`src/rtl/l2_mem_arbiter_pkg.sv`:
```
// Shared types for the L2 memory arbiter: line type, arbiter FSM states and
// the cache-line offset width.
package l2_mem_arbiter_pkg;

    localparam int LINE_OFFSET_BITS = 4;

    typedef logic [127:0] lc3b_line;

    typedef enum logic [1:0] {
        IDLE   = 2'd0,
        I_BUSY = 2'd1,
        D_RD   = 2'd2,
        D_WR   = 2'd3
    } lc3b_arb_state;

endpackage

```
`src/rtl/l2_arb_control.sv`:
```
// Grant FSM and round-robin last_grant tracking for the L2 arbiter.
// Produces grant-edge strobes, next-cycle pmem command and current-owner decode.
module l2_arb_control
    import l2_mem_arbiter_pkg::*;
#(
    parameter bit D_FIRST = 1'b1
) (
    input  logic clk,
    input  logic reset,
    input  logic i_req,
    input  logic d_read,
    input  logic d_write,
    input  logic pmem_resp,
    output logic grant_i_s,
    output logic grant_d_s,
    output logic grant_wr_s,
    output logic rd_next_s,
    output logic wr_next_s,
    output logic busy_i_s,
    output logic busy_d_s,
    output logic busy_d_rd_s
);

    lc3b_arb_state state_r;
    lc3b_arb_state next_state_s;
    logic          last_grant_r;        // 1 = D side was granted last
    logic          next_last_grant_s;
    logic          d_req_s;
    lc3b_arb_state d_cmd_s;

    assign d_req_s = d_read | d_write;
    // A simultaneous read+write from the D side is resolved as a writeback.
    assign d_cmd_s = d_write ? D_WR : D_RD;

    // State and round-robin history registers
    always_ff @(posedge clk or posedge reset) begin
        if (reset) begin
            state_r      <= IDLE;
            last_grant_r <= ~D_FIRST;
        end else begin
            state_r      <= next_state_s;
            last_grant_r <= next_last_grant_s;
        end
    end

    // Next-state and last_grant update
    always_comb begin
        next_state_s      = state_r;
        next_last_grant_s = last_grant_r;
        case (state_r)
            IDLE: begin
                if (i_req && d_req_s) begin
                    if (last_grant_r) begin
                        next_state_s      = I_BUSY;
                        next_last_grant_s = 1'b0;
                    end else begin
                        next_state_s      = d_cmd_s;
                        next_last_grant_s = 1'b1;
                    end
                end else if (i_req) begin
                    next_state_s = I_BUSY;
                end else if (d_req_s) begin
                    next_state_s = d_cmd_s;
                end else begin
                    next_state_s = IDLE;
                end
            end
            I_BUSY, D_RD, D_WR: begin
                if (pmem_resp) begin
                    next_state_s = IDLE;
                end else begin
                    next_state_s = state_r;
                end
            end
            default: next_state_s = IDLE;
        endcase
    end

    // Output decode of current and next state
    always_comb begin
        busy_i_s    = (state_r == I_BUSY);
        busy_d_rd_s = (state_r == D_RD);
        busy_d_s    = (state_r == D_RD) || (state_r == D_WR);
        grant_i_s   = (state_r == IDLE) && (next_state_s == I_BUSY);
        grant_d_s   = (state_r == IDLE) && ((next_state_s == D_RD) || (next_state_s == D_WR));
        grant_wr_s  = (state_r == IDLE) && (next_state_s == D_WR);
        rd_next_s   = (next_state_s == I_BUSY) || (next_state_s == D_RD);
        wr_next_s   = (next_state_s == D_WR);
    end

endmodule

```
`src/rtl/l2_mem_arbiter.sv`:
```
// Arbitrates I-cache fills and D-cache fills/writebacks onto one pmem port.
// Holds the request latches and the response/data muxing around l2_arb_control.
module l2_mem_arbiter
    import l2_mem_arbiter_pkg::*;
#(
    parameter int ADDR_W  = 16,
    parameter int LINE_W  = 128,
    parameter bit D_FIRST = 1'b1
) (
    input  logic              clk,
    input  logic              reset,
    input  logic              i_read,
    input  logic [ADDR_W-1:0] i_address,
    output logic [LINE_W-1:0] i_rdata,
    output logic              i_resp,
    input  logic              d_read,
    input  logic              d_write,
    input  logic [ADDR_W-1:0] d_address,
    input  logic [LINE_W-1:0] d_wdata,
    output logic [LINE_W-1:0] d_rdata,
    output logic              d_resp,
    output logic              pmem_read,
    output logic              pmem_write,
    output logic [ADDR_W-1:0] pmem_address,
    output logic [LINE_W-1:0] pmem_wdata,
    input  logic [LINE_W-1:0] pmem_rdata,
    input  logic              pmem_resp
);

    localparam logic [ADDR_W-1:0] LINE_MASK =
        {{(ADDR_W-LINE_OFFSET_BITS){1'b1}}, {LINE_OFFSET_BITS{1'b0}}};

    logic grant_i_s;
    logic grant_d_s;
    logic grant_wr_s;
    logic rd_next_s;
    logic wr_next_s;
    logic busy_i_s;
    logic busy_d_s;
    logic busy_d_rd_s;
    logic rd_done_s;

    logic              pmem_read_r;
    logic              pmem_write_r;
    logic [ADDR_W-1:0] addr_r;
    logic [LINE_W-1:0] wdata_r;
    logic [LINE_W-1:0] rdata_hold_r;

    l2_arb_control #(
        .D_FIRST (D_FIRST)
    ) u_control (
        .clk         (clk),
        .reset       (reset),
        .i_req       (i_read),
        .d_read      (d_read),
        .d_write     (d_write),
        .pmem_resp   (pmem_resp),
        .grant_i_s   (grant_i_s),
        .grant_d_s   (grant_d_s),
        .grant_wr_s  (grant_wr_s),
        .rd_next_s   (rd_next_s),
        .wr_next_s   (wr_next_s),
        .busy_i_s    (busy_i_s),
        .busy_d_s    (busy_d_s),
        .busy_d_rd_s (busy_d_rd_s)
    );

    assign rd_done_s = (busy_i_s | busy_d_rd_s) & pmem_resp;

    // pmem strobes, grant-time request latches and last read-data copy
    always_ff @(posedge clk or posedge reset) begin
        if (reset) begin
            pmem_read_r  <= 1'b0;
            pmem_write_r <= 1'b0;
            addr_r       <= {ADDR_W{1'b0}};
            wdata_r      <= {LINE_W{1'b0}};
            rdata_hold_r <= {LINE_W{1'b0}};
        end else begin
            pmem_read_r  <= rd_next_s;
            pmem_write_r <= wr_next_s;
            if (grant_i_s) begin
                addr_r <= i_address & LINE_MASK;
            end else if (grant_d_s) begin
                addr_r <= d_address & LINE_MASK;
            end
            if (grant_wr_s) begin
                wdata_r <= d_wdata;
            end
            if (rd_done_s) begin
                rdata_hold_r <= pmem_rdata;
            end
        end
    end

    assign pmem_read    = pmem_read_r;
    assign pmem_write   = pmem_write_r;
    assign pmem_address = addr_r;
    assign pmem_wdata   = wdata_r;

    // Completion is forwarded in the same cycle only to the side that owns pmem.
    assign i_resp  = busy_i_s & pmem_resp;
    assign d_resp  = busy_d_s & pmem_resp;
    assign i_rdata = i_resp ? pmem_rdata : rdata_hold_r;
    assign d_rdata = (busy_d_rd_s & pmem_resp) ? pmem_rdata : rdata_hold_r;

endmodule

```
`config.mk`:
```
export PLATFORM = sky130hd
export DESIGN_NAME = l2_mem_arbiter
export DESIGN_NICKNAME = d
export VERILOG_FILES = /design/src/rtl/l2_mem_arbiter_pkg.sv /design/src/rtl/l2_arb_control.sv /design/src/rtl/l2_mem_arbiter.sv
export SDC_FILE = /design/constraint.sdc
export NUM_CORES = 1
export LEC_CHECK = 0
export CELL_PAD_IN_SITES_DETAIL_PLACEMENT = 0
export CELL_PAD_IN_SITES_GLOBAL_PLACEMENT = 1
export CORE_AREA = 2 2 275 277
export DETAILED_ROUTE_END_ITERATION = 10
export DIE_AREA = 0 0 277 279
export GPL_TIMING_DRIVEN = 0
export HOLD_SLACK_MARGIN = 0.05
export PLACE_DENSITY_LB_ADDON = 0.2
export SLEW_MARGIN = 40
export SYNTH_ARGS = -nofsm -noshare
export SYNTH_HDL_FRONTEND = slang
export SYNTH_SLANG_ARGS = --single-unit
```
`constraint.sdc`:
```
create_clock -name clk -period 12.27 [get_ports clk]
set_input_delay 2.454 -clock clk [delete_from_list [all_inputs] [get_ports clk]]
set_output_delay 2.454 -clock clk [all_outputs]
set_load 0.05 [all_outputs]
```
Word-level counts from Yosys, hierarchy flattened
Index checks and enable logic that the tools add are counted.
{"block": "word_totals", "reg_bits": 277, "in_bits": 294, "wordCells": 42}
{"block": "op_classes", "eq_ne": 6, "n_mux": 12, "bitwise_logic": 6, "n_reduce_logical": 11}
{"cell": "$mux 128", "n": 2}
{"cell": "$mux 16", "n": 2}
{"cell": "$mux 2", "n": 5}
{"cell": "$eq 2x2->1 const B", "n": 4}
{"cell": "$and 1x1->1", "n": 4}
{"cell": "$eq 2x1->1 const B", "n": 2}
{"cell": "$logic_and 1x1->1", "n": 4}
{"cell": "$pmux 2 s2", "n": 1}
{"cell": "$logic_or 1x1->1", "n": 3}
{"cell": "$reduce_or 3->1", "n": 1}
{"cell": "$logic_not 2->1", "n": 1}
{"cell": "$mux 1", "n": 2}
{"cell": "$or 1x1->1", "n": 2}
{"cell": "$reduce_and 2->1", "n": 1}
{"cell": "$reduce_bool 2->1", "n": 1}

Depth between registers and ports, before layout
{"block": "logic_depth", "word_depth": 10, "ltp_mapped": 10, "mapped_depth_nobuf": 8}

By module
From an unflattened synthesis, not the netlist that was laid out.
{"block": "unflattened", "cells_unflattened": 914, "hier_area_um2": 13446.6}
{"mod": "l2_mem_arbiter", "n_inst": 1, "cells_per_inst": 887, "area_each_um2": 13185.1, "seq_area_each_um2": 6756.5}
{"mod": "l2_arb_control", "n_inst": 1, "cells_per_inst": 27, "area_each_um2": 261.5, "seq_area_each_um2": 75.1}

Least setup slack after synthesis
OpenSTA, ideal clock, no wires.
{"block": "synth_timing", "path_type": "in2out", "start": "input pmem_resp", "end": "output i_rdata[118]", "t_arrival_ns": 3.476, "required_time_ns": 9.816, "setup_slack_ns": 6.340, "stages": 4, "n_path_buf": 1, "cell_sequence": "nand2_2 -> inv_2 -> buf_2 -> mux2_2"}
{"block": "synth_via", "elab_chain_len": 2}
{"item": "from (decl)", "line_no": "l2_mem_arbiter.sv:27", "text": "input logic pmem_resp"}
{"item": "$and 1x1->1", "line_no": "l2_mem_arbiter.sv:101", "text": "assign i_resp = busy_i_s & pmem_resp;"}
{"item": "net i_resp", "line_no": "l2_mem_arbiter.sv:15", "text": "output logic i_resp,"}
{"item": "$mux 128", "line_no": "l2_mem_arbiter.sv:103", "text": "assign i_rdata = i_resp ? pmem_rdata : rdata_hold_r;"}
{"item": "to (decl)", "line_no": "l2_mem_arbiter.sv:14", "text": "output logic [LINE_W-1:0] i_rdata,"}
The timed path passes the listed nets, and every way through them passes these cells.

Worst setup path after layout
{"block": "layout_timing", "start": "input pmem_resp", "end": "output d_rdata[79]"}
{"block": "layout_via", "elab_chain_len": 2}
{"item": "$and 1x1->1", "line_no": "l2_mem_arbiter.sv:104", "text": "assign d_rdata = (busy_d_rd_s & pmem_resp) ? pmem_rdata : rdata_hold_r;"}
{"item": "$mux 128", "line_no": "l2_mem_arbiter.sv:104"}
{"item": "to (decl)", "line_no": "l2_mem_arbiter.sv:20", "text": "output logic [LINE_W-1:0] d_rdata,"}
Every way passes these cells.

==> implementation parameters <==
Parameter                              Value

Logic synthesis
  Prevailing post-synth register cell    sky130_fd_sc_hd__dfrtp_1
  Cell accounting for the most synthesized area    sky130_fd_sc_hd__dfrtp_1
  Multiplexer fraction of the synthesized cell area    a little over two fifths
  Complex-gate fraction of the synthesized area    between 1.5 and 2%
  Simple-gate share of the synthesized area    less than 1%
  Share of the synthesized area in the top cell type    50.9%
  Number of library cell types mapped by synthesis    24
  Avg Inst Size Synth    14.6 sq um
  Adder and majority cell fraction of the synthesized area    0.560%
  Instance count of the mapped netlist    roughly 900
  Mapped cell area    ~13000 sq um
  Share of the synthesized netlist area taken by xor and xnor gates    0.0653%
  EDFF count, synth    0
  Library cell with the highest instance count after synthesis    sky130_fd_sc_hd__mux2_2
  Most frequent cells after synthesis    sky130_fd_sc_hd__mux2_2 (509), sky130_fd_sc_hd__dfrtp_1 (273), sky130_fd_sc_hd__buf_2 (56)
  Largest family of logic cells by synthesized area    multiplexers
  Dominant cells by area after synthesis    sky130_fd_sc_hd__dfrtp_1 (51%), sky130_fd_sc_hd__mux2_2 (43%), sky130_fd_sc_hd__buf_2 (2.1%)
  Sequential area share after synthesis    around half
  Synth Warn #    0
  Total of flip-flops plus latches after synthesis    about 270
  Async set-reset flop share out of synthesis    100%

Layout
  Nets    between 1500 and 2000
  Fraction of layout instances using a drive strength above 1    38.0%
  Number of standard cells in the final layout excluding fillers    approximately 2600
  Number of fill cells in the layout    7497
  Area grow syn2layout    70.5%

STA
  Worst slew margin    between 40% and 50%
  Clock skew    9.58 ps
  Final count of hold timing violations    0
  Slew @ Worst Pin    between 700 and 800 ps
  Unrepaired setup endpoints after global routing    no
  Final setup violation count    0
  Top achievable clock speed    between 100 and 150 MHz
  Final period util    between 60% and 70%
  Slew Limit Fails    0
  Final critical path time including I/O delays and setup    ~7600 ps

Clock tree
  Number of post-CTS setup repair buffers    0
  Count of hold buffers inserted by post-cts repair    0
  CTS root buffer    sky130_fd_sc_hd__clkbuf_16
  CTS Sinks    roughly 270
  Clock buffers created by TritonCTS    38
  Post-cts sizing count    0
  Clock slew at reported path FFs    about 50 ps
  CTS tree    yes
  Clock latency of the later-clocked register in the worst-skew pair    530 ps
  Clock Tree Buf Depth    3
  Deepest level of the CTS H-tree    2

Hold path
  Number of cells on the worst hold path    1
  Worst min-delay path startpoint    pmem_wdata[13]
  End of the worst hold path    pmem_wdata[13]
  Worst min-delay path category    register to register

Placed design
  Detailed-placement wirelength estimate    43.5 mm
  Routability congestion estimate from global placement    about 0.76
  Placed insts    between 2000 and 3000
  Count of input and output buffers    685

Floorplan
  Die area    between 70000 and 80000 sq um
  Standard cell core area    between 70000 and 80000 sq um
  DIE HEIGHT    between 200 and 300 um
  Starting density of the core    roughly 18%
  X dimension of the die    about 280 um
  Number of placement rows    100
  Ports    between 600 and 700

Setup path
  Critical path, cell by cell    clkdlybuf4s50_1 -> nand2_1 -> buf_2 -> buf_2 -> mux2_2 -> clkdlybuf4s50_1
  Data arrival time at the worst-slack endpoint    about 5100 ps
  Source of the critical timing path    pmem_resp
  Standard cell with the maximum stage delay on the critical path    sky130_fd_sc_hd__clkdlybuf4s50_1
  CP startpoint kind    input port
  Crit path max fanout    10
  Setup slack on the worst flop-to-flop path    roughly 9700 ps
  Critical register-to-register path endpoint    pmem_wdata[4]
  Largest stage delay, worst path    800 ps
  CP endpoint kind    primary output
  Source of the worst register-to-register timing path    u_control.state_r[0]
  CP Class    input port to primary output
  Data required time of the worst path    a little under 10000 ps
  Reg2Reg Depth    10

Status
  Run status    completed

GRT
  Wire length of the first global-routing pass    between 80 and 90 mm
  Pin count of the biggest net entering global routing    a little over 70
  Total grt overflow    0
  Initial antenna violation count    16
  Via count of the first global-routing pass    11594
  Most utilized layer in the global route result    met2
  Met1 demand-to-capacity share in global routing    14.4%
  GR met3 Demand/Resource    6.46%
  Global-route usage over all layers    between 10% and 20%
  Met2 global-route usage    25.1%

Flow run
  Number of maximum-capacitance constraint violations    0

Drt
  Average wire per cell in the routed design    between 20 and 25 um
  DR DRC count    0
  Via count of the routed design    roughly 10000
  Remaining antenna violation count after routing    0
  DR iter-0 viols    roughly 250
  Length of the first detailed-routing pass in iterations    4
  Vias per std cell    3.96
  Detailed-route wire length    55.2 mm
==> critical path, delay by kind of cell <==
kind | cells | cell delay [ps]
buf+inv | 4 | 2030
mux | 1 | 380
simple gates | 1 | 210
==> cell usage in the layout (no fill, tap or decap), types with 2 or more instances in the layout <==
| master | synthesis | layout |
|---|---|---|
| sky130_fd_sc_hd__a2bb2oi_1 | 13 | 13 |
| sky130_fd_sc_hd__buf_16 | 0 | 4 |
| sky130_fd_sc_hd__buf_2 | 56 | 56 |
| sky130_fd_sc_hd__buf_4 | 4 | 4 |
| sky130_fd_sc_hd__bufinv_16 | 0 | 2 |
| sky130_fd_sc_hd__clkbuf_1 | 4 | 9 |
| sky130_fd_sc_hd__clkbuf_16 | 0 | 39 |
| sky130_fd_sc_hd__clkbuf_8 | 0 | 12 |
| sky130_fd_sc_hd__clkdlybuf4s50_1 | 0 | 685 |
| sky130_fd_sc_hd__clkinv_2 | 0 | 5 |
| sky130_fd_sc_hd__conb_1 | 1 | 4 |
| sky130_fd_sc_hd__dfrtp_1 | 273 | 273 |
| sky130_fd_sc_hd__diode_2 | 0 | 4 |
| sky130_fd_sc_hd__ha_1 | 6 | 6 |
| sky130_fd_sc_hd__inv_1 | 6 | 5 |
| sky130_fd_sc_hd__mux2_1 | 3 | 3 |
| sky130_fd_sc_hd__mux2_2 | 509 | 509 |
| sky130_fd_sc_hd__nand2_1 | 5 | 5 |
| sky130_fd_sc_hd__nand2b_1 | 12 | 12 |
| sky130_fd_sc_hd__nor2_1 | 2 | 2 |
| sky130_fd_sc_hd__o21a_1 | 2 | 2 |
| sky130_fd_sc_hd__o21ai_0 | 2 | 2 |
| sky130_fd_sc_hd__o31ai_1 | 12 | 12 |
==> flip-flops by register name (all words and copies together), names as in the netlist <==
signal,flops
rdata_hold_r,128
u_control.state_r,2
pmem_write,1
pmem_read,1
pmem_wdata,128
pmem_address,12
u_control.last_grant_r,1
==> worst max path at each step <==
stage	endpoint	slack [ps]	depth (start not counted)
after CTS	d_rdata[79]	4600	6
after global placement	rdata_hold_r[25]	-2860	2
after detailed placement	d_rdata[79]	4610	6
after global routing	d_rdata[79]	4550	6
after floorplan	pmem_address[10]	2290	1
final	d_rdata[79]	4710	6
==> stage by stage <==
step,instance area (sq um),utilization [%],setup slack (ps),hold WS [ps],TNS [ps]
after floorplan,13400,-,2290,485,0
after global placement,21500,29.0,-2860,489,-764380
after detailed placement,21600,29.2,4610,492,0
after CTS,22900,30.9,4600,505,0
after global routing,22900,30.9,4550,512,0
final,22900,30.9,4710,502,0
==> cell families (layout without fill, tap and decap cells) <==
| group | count (synthesis) | after routing |
|---|---|---|
| flops | 273 | 273 |
| xor+xnor | 1 | 1 |
| simple gates | 20 | 20 |
| buf+inv | 72 | 825 |
| fa+ha+maj | 6 | 6 |
| mux | 512 | 512 |
| other cells | 1 | 8 |
| compound gates | 33 | 33 |
==> final cells by class <==
class                   instances  area [sq um]  area share [%]
clock inverters                 8          93.8           0.410
clock buffers                  56          1160            5.07
flip-flops and latches        273          6830            29.9
well taps                     969          1210            5.30
diodes                          4          10.0          0.0438
inverters                       7          33.8           0.148
repair buffers                689          6970            30.5
plain buffers                  65           337            1.47
multi-input cells             576          6230            27.2
==> layer usage <==
layer  routed length [um]  part of all wire (%)  up-vias
met2                28300                    51      418
met5                  127                  0.23        -
met1                19800                    36     5169
li1                     -                     -     4798
met4                 1420                   2.6       20
met3                 5480                   9.9       82
Power is not shown: default switching activity piles up to over one toggle a cycle in this logic, so the estimate is an artifact.
